**src/rtl/subneg_pkg.sv**
```systemverilog
// Shared definitions for the subneg CPU and its program loader.
// The loader state enum and memory geometry live here so the core and loader agree.
package subneg_pkg;

    localparam int unsigned MEM_DEPTH = 22;
    localparam int unsigned ADDR_W    = 5;
    localparam int unsigned DATA_W    = 7;
    localparam logic [7:0]  HEADER    = 8'hA5;

    typedef enum logic [2:0] {
        StIdle,
        StLen,
        StData,
        StCsum,
        StDone,
        StErr
    } loader_state_e;

endpackage

```
**src/rtl/subneg_byte_timer.sv**
```systemverilog
// Inter-byte idle counter: counts enabled cycles since the last clear and
// flags the cycle in which the TIMEOUT-th idle cycle is reached.
module subneg_byte_timer #(
    parameter int unsigned TIMEOUT = 255
) (
    input  logic clk,
    input  logic reset,
    input  logic clear,
    input  logic enable,
    output logic expire
);

    localparam int unsigned CNT_W = (TIMEOUT > 1) ? $clog2(TIMEOUT) : 1;

    logic [CNT_W-1:0] cnt_q;
    logic             at_limit;

    assign at_limit = (cnt_q == CNT_W'(TIMEOUT - 1));
    assign expire   = enable && at_limit;

    always_ff @(posedge clk) begin
        if (reset || clear) begin
            cnt_q <= '0;
        end else if (enable && !at_limit) begin
            cnt_q <= cnt_q + 1'b1;
        end
    end

endmodule

```
**src/rtl/subneg_loader.sv**
```systemverilog
// Byte-stream program loader for the subneg CPU: parses HEADER/LEN/data/CSUM
// frames, writes program memory and releases the CPU only after a valid frame.
module subneg_loader
    import subneg_pkg::*;
#(
    parameter int unsigned MEM_DEPTH = subneg_pkg::MEM_DEPTH,
    parameter int unsigned ADDR_W    = subneg_pkg::ADDR_W,
    parameter int unsigned DATA_W    = subneg_pkg::DATA_W,
    parameter logic [7:0]  HEADER    = subneg_pkg::HEADER,
    parameter int unsigned TIMEOUT   = 255
) (
    input  logic              clk,
    input  logic              reset,
    input  logic              ld_valid,
    input  logic [7:0]        ld_data,
    output logic              ld_ready,
    output logic              mem_we,
    output logic [ADDR_W-1:0] mem_addr,
    output logic [DATA_W-1:0] mem_wdata,
    output logic              cpu_run,
    output logic              load_err,
    output logic [ADDR_W-1:0] load_count
);

    localparam logic [7:0] MAX_LEN = 8'(MEM_DEPTH);

    loader_state_e     state_q, state_d;
    logic [7:0]        len_q, len_d;
    logic [ADDR_W-1:0] count_q, count_d;
    logic [7:0]        csum_q, csum_d;
    logic              we_q, we_d;
    logic [ADDR_W-1:0] addr_q, addr_d;
    logic [DATA_W-1:0] wdata_q, wdata_d;
    logic              ready_q, ready_d;

    logic xfer;
    logic tmr_expire;
    logic active_q;
    logic active_d;

    assign xfer     = ld_valid && ready_q;
    assign active_q = (state_q == StLen) || (state_q == StData) || (state_q == StCsum);
    assign active_d = (state_d == StLen) || (state_d == StData) || (state_d == StCsum);

    // Cleared on any transfer and whenever the frame is not in progress next cycle.
    subneg_byte_timer #(
        .TIMEOUT (TIMEOUT)
    ) u_timer (
        .clk    (clk),
        .reset  (reset),
        .clear  (xfer || !active_d),
        .enable (active_q),
        .expire (tmr_expire)
    );

    always_comb begin
        state_d = state_q;
        len_d   = len_q;
        count_d = count_q;
        csum_d  = csum_q;
        we_d    = 1'b0;
        addr_d  = addr_q;
        wdata_d = wdata_q;
        ready_d = 1'b1;

        unique case (state_q)
            StIdle: begin
                if (xfer && ld_data == HEADER) begin
                    state_d = StLen;
                end
            end
            StLen: begin
                if (xfer) begin
                    if (ld_data == 8'd0 || ld_data > MAX_LEN) begin
                        state_d = StErr;
                    end else begin
                        len_d   = ld_data;
                        count_d = '0;
                        csum_d  = '0;
                        state_d = StData;
                    end
                end else if (tmr_expire) begin
                    state_d = StErr;
                end
            end
            StData: begin
                if (xfer) begin
                    if (ld_data[7]) begin
                        state_d = StErr;
                    end else begin
                        // Write lands next cycle; stall the source for that cycle.
                        we_d    = 1'b1;
                        ready_d = 1'b0;
                        addr_d  = count_q;
                        wdata_d = ld_data[DATA_W-1:0];
                        csum_d  = csum_q + ld_data;
                        count_d = count_q + 1'b1;
                        if (8'(count_q) + 8'd1 == len_q) begin
                            state_d = StCsum;
                        end
                    end
                end else if (tmr_expire) begin
                    state_d = StErr;
                end
            end
            StCsum: begin
                if (xfer) begin
                    state_d = (ld_data == csum_q) ? StDone : StErr;
                end else if (tmr_expire) begin
                    state_d = StErr;
                end
            end
            StDone, StErr: begin
                if (xfer && ld_data == HEADER) begin
                    state_d = StLen;
                end
            end
            default: begin
                state_d = StIdle;
            end
        endcase
    end

    always_ff @(posedge clk) begin
        if (reset) begin
            state_q <= StIdle;
            len_q   <= '0;
            count_q <= '0;
            csum_q  <= '0;
            we_q    <= 1'b0;
            addr_q  <= '0;
            wdata_q <= '0;
            ready_q <= 1'b0;
        end else begin
            state_q <= state_d;
            len_q   <= len_d;
            count_q <= count_d;
            csum_q  <= csum_d;
            we_q    <= we_d;
            addr_q  <= addr_d;
            wdata_q <= wdata_d;
            ready_q <= ready_d;
        end
    end

    assign ld_ready   = ready_q;
    assign mem_we     = we_q;
    assign mem_addr   = addr_q;
    assign mem_wdata  = wdata_q;
    assign cpu_run    = (state_q == StDone);
    assign load_err   = (state_q == StErr);
    assign load_count = count_q;

endmodule

```
**config.mk**
```make
export PLATFORM = sky130hd
export DESIGN_NAME = subneg_loader
export DESIGN_NICKNAME = d
export VERILOG_FILES = /design/src/rtl/subneg_pkg.sv /design/src/rtl/subneg_byte_timer.sv /design/src/rtl/subneg_loader.sv
export SDC_FILE = /design/constraint.sdc
export NUM_CORES = 1
export LEC_CHECK = 0
export BUFFER_PORTS_ARGS = -buffer_cell sky130_fd_sc_hd__buf_2
export CAP_MARGIN = 0
export CORE_MARGIN = 4
export CORE_UTILIZATION = 51
export CTS_BUF_LIST = sky130_fd_sc_hd__clkbuf_16
export DETAILED_ROUTE_END_ITERATION = 10
export PLACE_DENSITY = 0.75
export SETUP_SLACK_MARGIN = 0.3
export SKIP_CTS_REPAIR_TIMING = 1
export SYNTH_ARGS = -nofsm -noshare
export SYNTH_HDL_FRONTEND = slang
export SYNTH_SLANG_ARGS = --single-unit
```
**constraint.sdc**
```tcl
create_clock -name clk -period 1.95 [get_ports clk]
set_input_delay 0.0975 -clock clk [delete_from_list [all_inputs] [get_ports clk]]
set_output_delay 0.0975 -clock clk [all_outputs]
set_load 0.005 [all_outputs]
```
Yosys cells after proc, flatten, opt, wreduce, memory -nomap -nowiden
Cells that the tools add are included.
{ "word_totals": {"ff_bits": 46, "inputBits": 11, "output_inout_bits": 21, "wordCells": 79} }
{ "op_classes": {"n_addsub": 4, "order_cmp": 1, "n_eq_ne": 16, "muxes": 24, "bitwise": 4, "n_reduce_logical": 21} }
{ "op_table": {"columns": ["op", "n"], "rows": [
  ["two-way mux 8 bit", 4],
  ["two-way mux 3 bit", 8],
  ["two-way mux 5 bit", 4],
  ["equality test 8 bit, second input constant", 2],
  ["one-hot mux 8 bit (2 select lines)", 1],
  ["equality test 3 x 2 -> 1 bit, second input constant", 4],
  ["one-hot mux 3 bit (4 select lines)", 1],
  ["one-hot mux 5 bit (2 select lines)", 1],
  ["adder 8 x 1 -> 8 bit, second input constant", 1],
  ["adder 8 bit", 1],
  ["equality test 6 x 8 -> 1 bit", 1],
  ["equality test 8 bit", 1],
  ["greater-than comparator 8 x 5 -> 1 bit, second input constant", 1],
  ["logical NOT 8 bit", 1],
  ["inequality test 2 bit, second input constant", 4],
  ["logical OR 1 bit", 7],
  ["adder 5 x 1 -> 6 bit, second input constant", 1],
  ["equality test 3 x 1 -> 1 bit, second input constant", 2],
  ["equality test 3 bit, second input constant", 2],
  ["AND reduction 3 bit", 2],
  ["OR reduction 3 bit", 2],
  ["adder 5 x 1 -> 5 bit, second input constant", 1],
  ["two-way mux 1 bit", 5],
  ["AND reduction 5 bit", 1],
  ["other kinds (5)", 12]
]} }

Longest topological paths before layout
{ "logic_depth": {"depth_word": 13, "ltp_mapped": 8, "depth_no_buf": 8} }

Hierarchy
From an unflattened synthesis, not the netlist that was laid out.
{ "hier_totals": {"cells_unflattened": 289, "area_unflattened_um2": 2413.6} }
{ "modules_own_cells": {"columns": ["mod", "instances", "cells_per_inst", "area_each_um2", "seq_area_each_um2"], "rows": [
  ["subneg_loader", 1, 238, 1958.1, 760.7],
  ["subneg_byte_timer", 1, 51, 455.4, 160.2]
]} }

Worst setup path before layout
Ideal clock, no wire load.
{ "synth_path": {"path_type": "reg2reg", "from": "reg count_q[0] (netlist: load_count[0])", "to": "reg u_timer.cnt_q[1]", "setup_time_ns": 0.131, "arrival_time_ns": 1.791, "required_ns": 1.819, "slack_ns": 0.028, "path_stages_with_launch": 8, "path_buffers": 0, "period_less_slack_ns": 1.922, "cell_sequence": "dfxtp_1 -> ha_1 -> nand2b_1 -> a21o_1 -> a31o_1 -> a211o_1 -> o211ai_4 -> a211oi_2"} }
{ "synth_via": {"elab_chain_len": 12, "elab_cells_between_ends": 14, "classes_between": "add/sub (1); eq/ne (4); mux (4); reduce/logical (5)"} }
{ "synth_lines": {"columns": ["element", "line", "source"], "rows": [
  ["from (decl)", "subneg_loader.sv:29", "logic [ADDR_W-1:0] count_q, count_d;"],
  ["from (signal assigned)", "subneg_loader.sv:137", "count_q <= count_d;"],
  ["adder 5 x 1 -> 6 bit (*)", "subneg_loader.sv:98", "if (8'(count_q) + 8'd1 == len_q) begin"],
  ["equality test 6 x 8 -> 1 bit (*)", "subneg_loader.sv:98", null],
  ["two-way mux 3 bit (*)", "subneg_loader.sv:98", null],
  ["two-way mux 3 bit (*)", "subneg_loader.sv:88", "if (ld_data[7]) begin"],
  ["two-way mux 3 bit (*)", "subneg_loader.sv:87", "if (xfer) begin"],
  ["one-hot mux 3 bit (4 select lines) (*)", "subneg_loader.sv:66", "unique case (state_q)"],
  ["equality test 3 x 1 -> 1 bit / equality test 3 x 2 -> 1 bit (equally long branches)", "subneg_loader.sv:43", "assign active_d = (state_d == StLen) || (state_d == StData) || (state_d == StCsum);"],
  ["logical OR 1 bit", "subneg_loader.sv:43", null],
  ["logical OR 1 bit (*)", "subneg_loader.sv:43", null],
  ["logical NOT 1 bit (*)", "subneg_loader.sv:51", ".clear (xfer || !active_d),"],
  ["logical OR 1 bit (*)", "subneg_loader.sv:51", null],
  ["logical OR 1 bit (*)", "subneg_byte_timer.sv:22", "if (reset || clear) begin"],
  ["to (signal assigned)", "subneg_byte_timer.sv:25", "cnt_q <= cnt_q + 1'b1;"],
  ["to (decl)", "subneg_byte_timer.sv:15", "logic [CNT_W-1:0] cnt_q;"]
]} }
Every way passes the cells marked *; elsewhere a longest branch is shown, timed or not.
A chain may end at the register's enable or synchronous reset.

Worst setup path after layout
{ "layout_path": {"from": "reg count_q[0] (netlist: load_count[0])", "to": "reg u_timer.cnt_q[3]"} }
The elaborated chain is that of the path after synthesis.

==> out/results.txt <==
CP Max Fanout: 8
Fin Setup TNS: 0 ns
Final Core Density: 70.1%
Pre-antenna DRT Iters: 5
Clock sink count: 46
CP arrival: 2.05 ns
Die area: 5820 um^2
Input/output buffers: 31
Site Rows: 24
# IOs: 32
Syn-to-layout area delta: 30.9%
RSZ-0062 raised after global routing: true
Vert. Die Dim: 76.3 um
Clk_lat worst skew: 0.28 ns
Net Count, Synth: 301
Crit path required time: 2.11 ns
ANT nets after route: 0
Final Non-Filler Cells: 378
CP Launch Type: flop
Kind of critical path: flop to flop
Total Nets Final: 347
Relative slew slack: 67.3%
Final setup fails: 0
DRC: 0
Leading area contributor after synthesis: dfxtp_1
GRT Util Overall: 19.8%
Cells after synthesis: 279
Fin crit period: 1.89 ns
# fillers: 338
Main synth FF type: dfxtp_1
Worst Clk Skew: 0.00310 ns
Footprint of the multi-input gates: 1630 um^2
Avg Cell Area, Syn: 8.53 um^2
Min-Delay Path Class: primary input to flop
H-tree depth: 2
Sequential Area: 943 um^2
Worst-margin pin slew: 0.490 ns
Synth warn: 0
DR iter-0 viols: 182
Core Footprint: 4440 um^2
Asr flop ratio synth: 0%
Gpl congestion: 0.875
Final worst path period share: 96.9%
Detailed Route WL: 6340 um
Placed Instances: 362
Fin. max-slew vios: 0
Vias per inst: 5.87
Post-synthesis sequential area ratio: 38.7%
Outcome: finished clean
Initial Util: 53.5%
Num CTS Buffers: 5
DPL Wire Length: 4210 um
CTS tree: built
Root Driver: clkbuf_16
Vias: 2,219
First-pass GRT wire length: 9490 um
WHS: 0.127 ns
Clock transition at the registers of the reported paths: 0.06 ns
Synthesized area: 2380 um^2
Static Leak: 1.23 nW
VDD IR max: 0.590 mV
Max Fclk: 529 MHz
Setup crit end kind: flop
Final Hold Fails: 0
Largest net degree at the start of global routing: 27
Pwr dens: 602 nW/um^2
Routed wire per std cell: 16.8 um
Initial antenna violation count: 0
GRT Residual Overflow: 0
Share of cells above drive strength 1: 35.3%
Max-cap violations: 0
Top cells by area, synth: dfxtp_1 39%, nand2_1 6.8%, a21oi_1 6.5%
Yosys cell types: 49
Top cell type's share of synthesized area: 38.7%
Bufs on Longest Clock Path: 2
EDFF count, synth: 0
Vias in the first global route: 2,057
Synth Register Bits: 46
Number of diodes: 0
DIE WIDTH: 76.3 um
## state kept, by name (all words and copies together), names as in the netlist
| signal | cells |
|---|---|
| csum_q | 8 |
| len_q | 8 |
| u_timer.cnt_q | 8 |
| mem_wdata | 7 |
| load_count | 5 |
| mem_addr | 5 |
| state_q | 3 |
| ld_ready | 1 |
| mem_we | 1 |
## cell usage after synthesis, types with 2 or more instances
library cell,instances
ha_1,10
a22oi_1,2
a21o_1,3
a21oi_1,31
o21bai_1,3
or3_1,2
and4_1,2
nand4_1,4
nor2b_1,2
and3b_1,3
nor2_1,27
inv_1,3
nand2b_1,3
buf_2,3
nand3_1,14
nor3b_2,2
xor2_1,10
xnor2_1,6
a31oi_1,4
clkbuf_1,10
mux2i_1,5
dfxtp_1,46
nand2_1,43
nand3_2,2
nor3_1,7
o21ai_0,9
## report_power, final
part | leakage [nW] | switching (mW) | total [mW] | internal [mW]
Clock | 0.0672 | 0.362 | 0.830 | 0.468
Combinational | 0.790 | 0.0669 | 0.108 | 0.0414
Sequential | 0.377 | 0.000872 | 0.936 | 0.935
Total | 1.23 | 0.430 | 1.88 | 1.45
## final timing paths
kind / cells after the start / from / end / slack (ns)
max reg2reg: 7 / load_count[0] / u_timer.cnt_q[3] / 0.06
min reg2reg: 2 / mem_addr[1] / mem_addr[1] / 0.45
max: 7 / load_count[0] / u_timer.cnt_q[3] / 0.06
min: 3 / ld_data[5] / mem_wdata[5] / 0.13
## cells in the final DEF (no fill, tap or decap), types with 7 or more instances in the layout
cell     Yosys  final
dfxtp_1     46     36
o21ai_0      9      8
buf_2        3     31
xor2_1      10      9
a21oi_1     31     29
nand3_1     14     12
buf_4        1     21
nor2_1      27     25
ha_4         0      7
nand2_1     43     42
## area by class of cell
type / instances / area share, %
Sequential cell: 46 / 30.3
Multi-Input combinational cell: 216 / 52.3
Tap cell: 52 / 2.09
Inverter: 3 / 0.362
Clock buffer: 5 / 4.02
Timing Repair Buffer: 53 / 10.4
Clock inverter: 3 / 0.522
## through the flow
step | worst slack (ns) | power, mW | instance area [um^2]
floorplan | 0.282 | 1.00 | 2440
global placement | 0.0709 | 1.04 | 2710
detailed placement | 0.0146 | 1.04 | 2710
CTS | -0.00818 | 1.85 | 2850
global route | -0.0276 | 1.94 | 3110
finish | 0.0598 | 1.88 | 3110
## cell families after synthesis
group	after synthesis	synth area share [%]
simple gates	119	25.7
compound gates	65	18.5
buf+inv	17	3.00
mux	5	2.10
xor+xnor	16	5.89
fa+ha+maj	11	6.10
flops	46	38.7
## routing by layer
metal  track usage, %  part of all wire, %
met1             23.2                   43
met2             35.1                   50
met3             5.08                  5.3
met4             6.88                  1.5
met5                0                    0
## critical path, cell delays in order, from the launching register on
cell and delay (ns):
dfxtp_4 0.35, ha_4 0.17, nand2b_4 0.14, a21o_1 0.15, a31o_1 0.19, a211o_1 0.31
o211ai_4 0.36, nor2_1 0.10
Note: power is estimated with default switching activity, not from simulation.
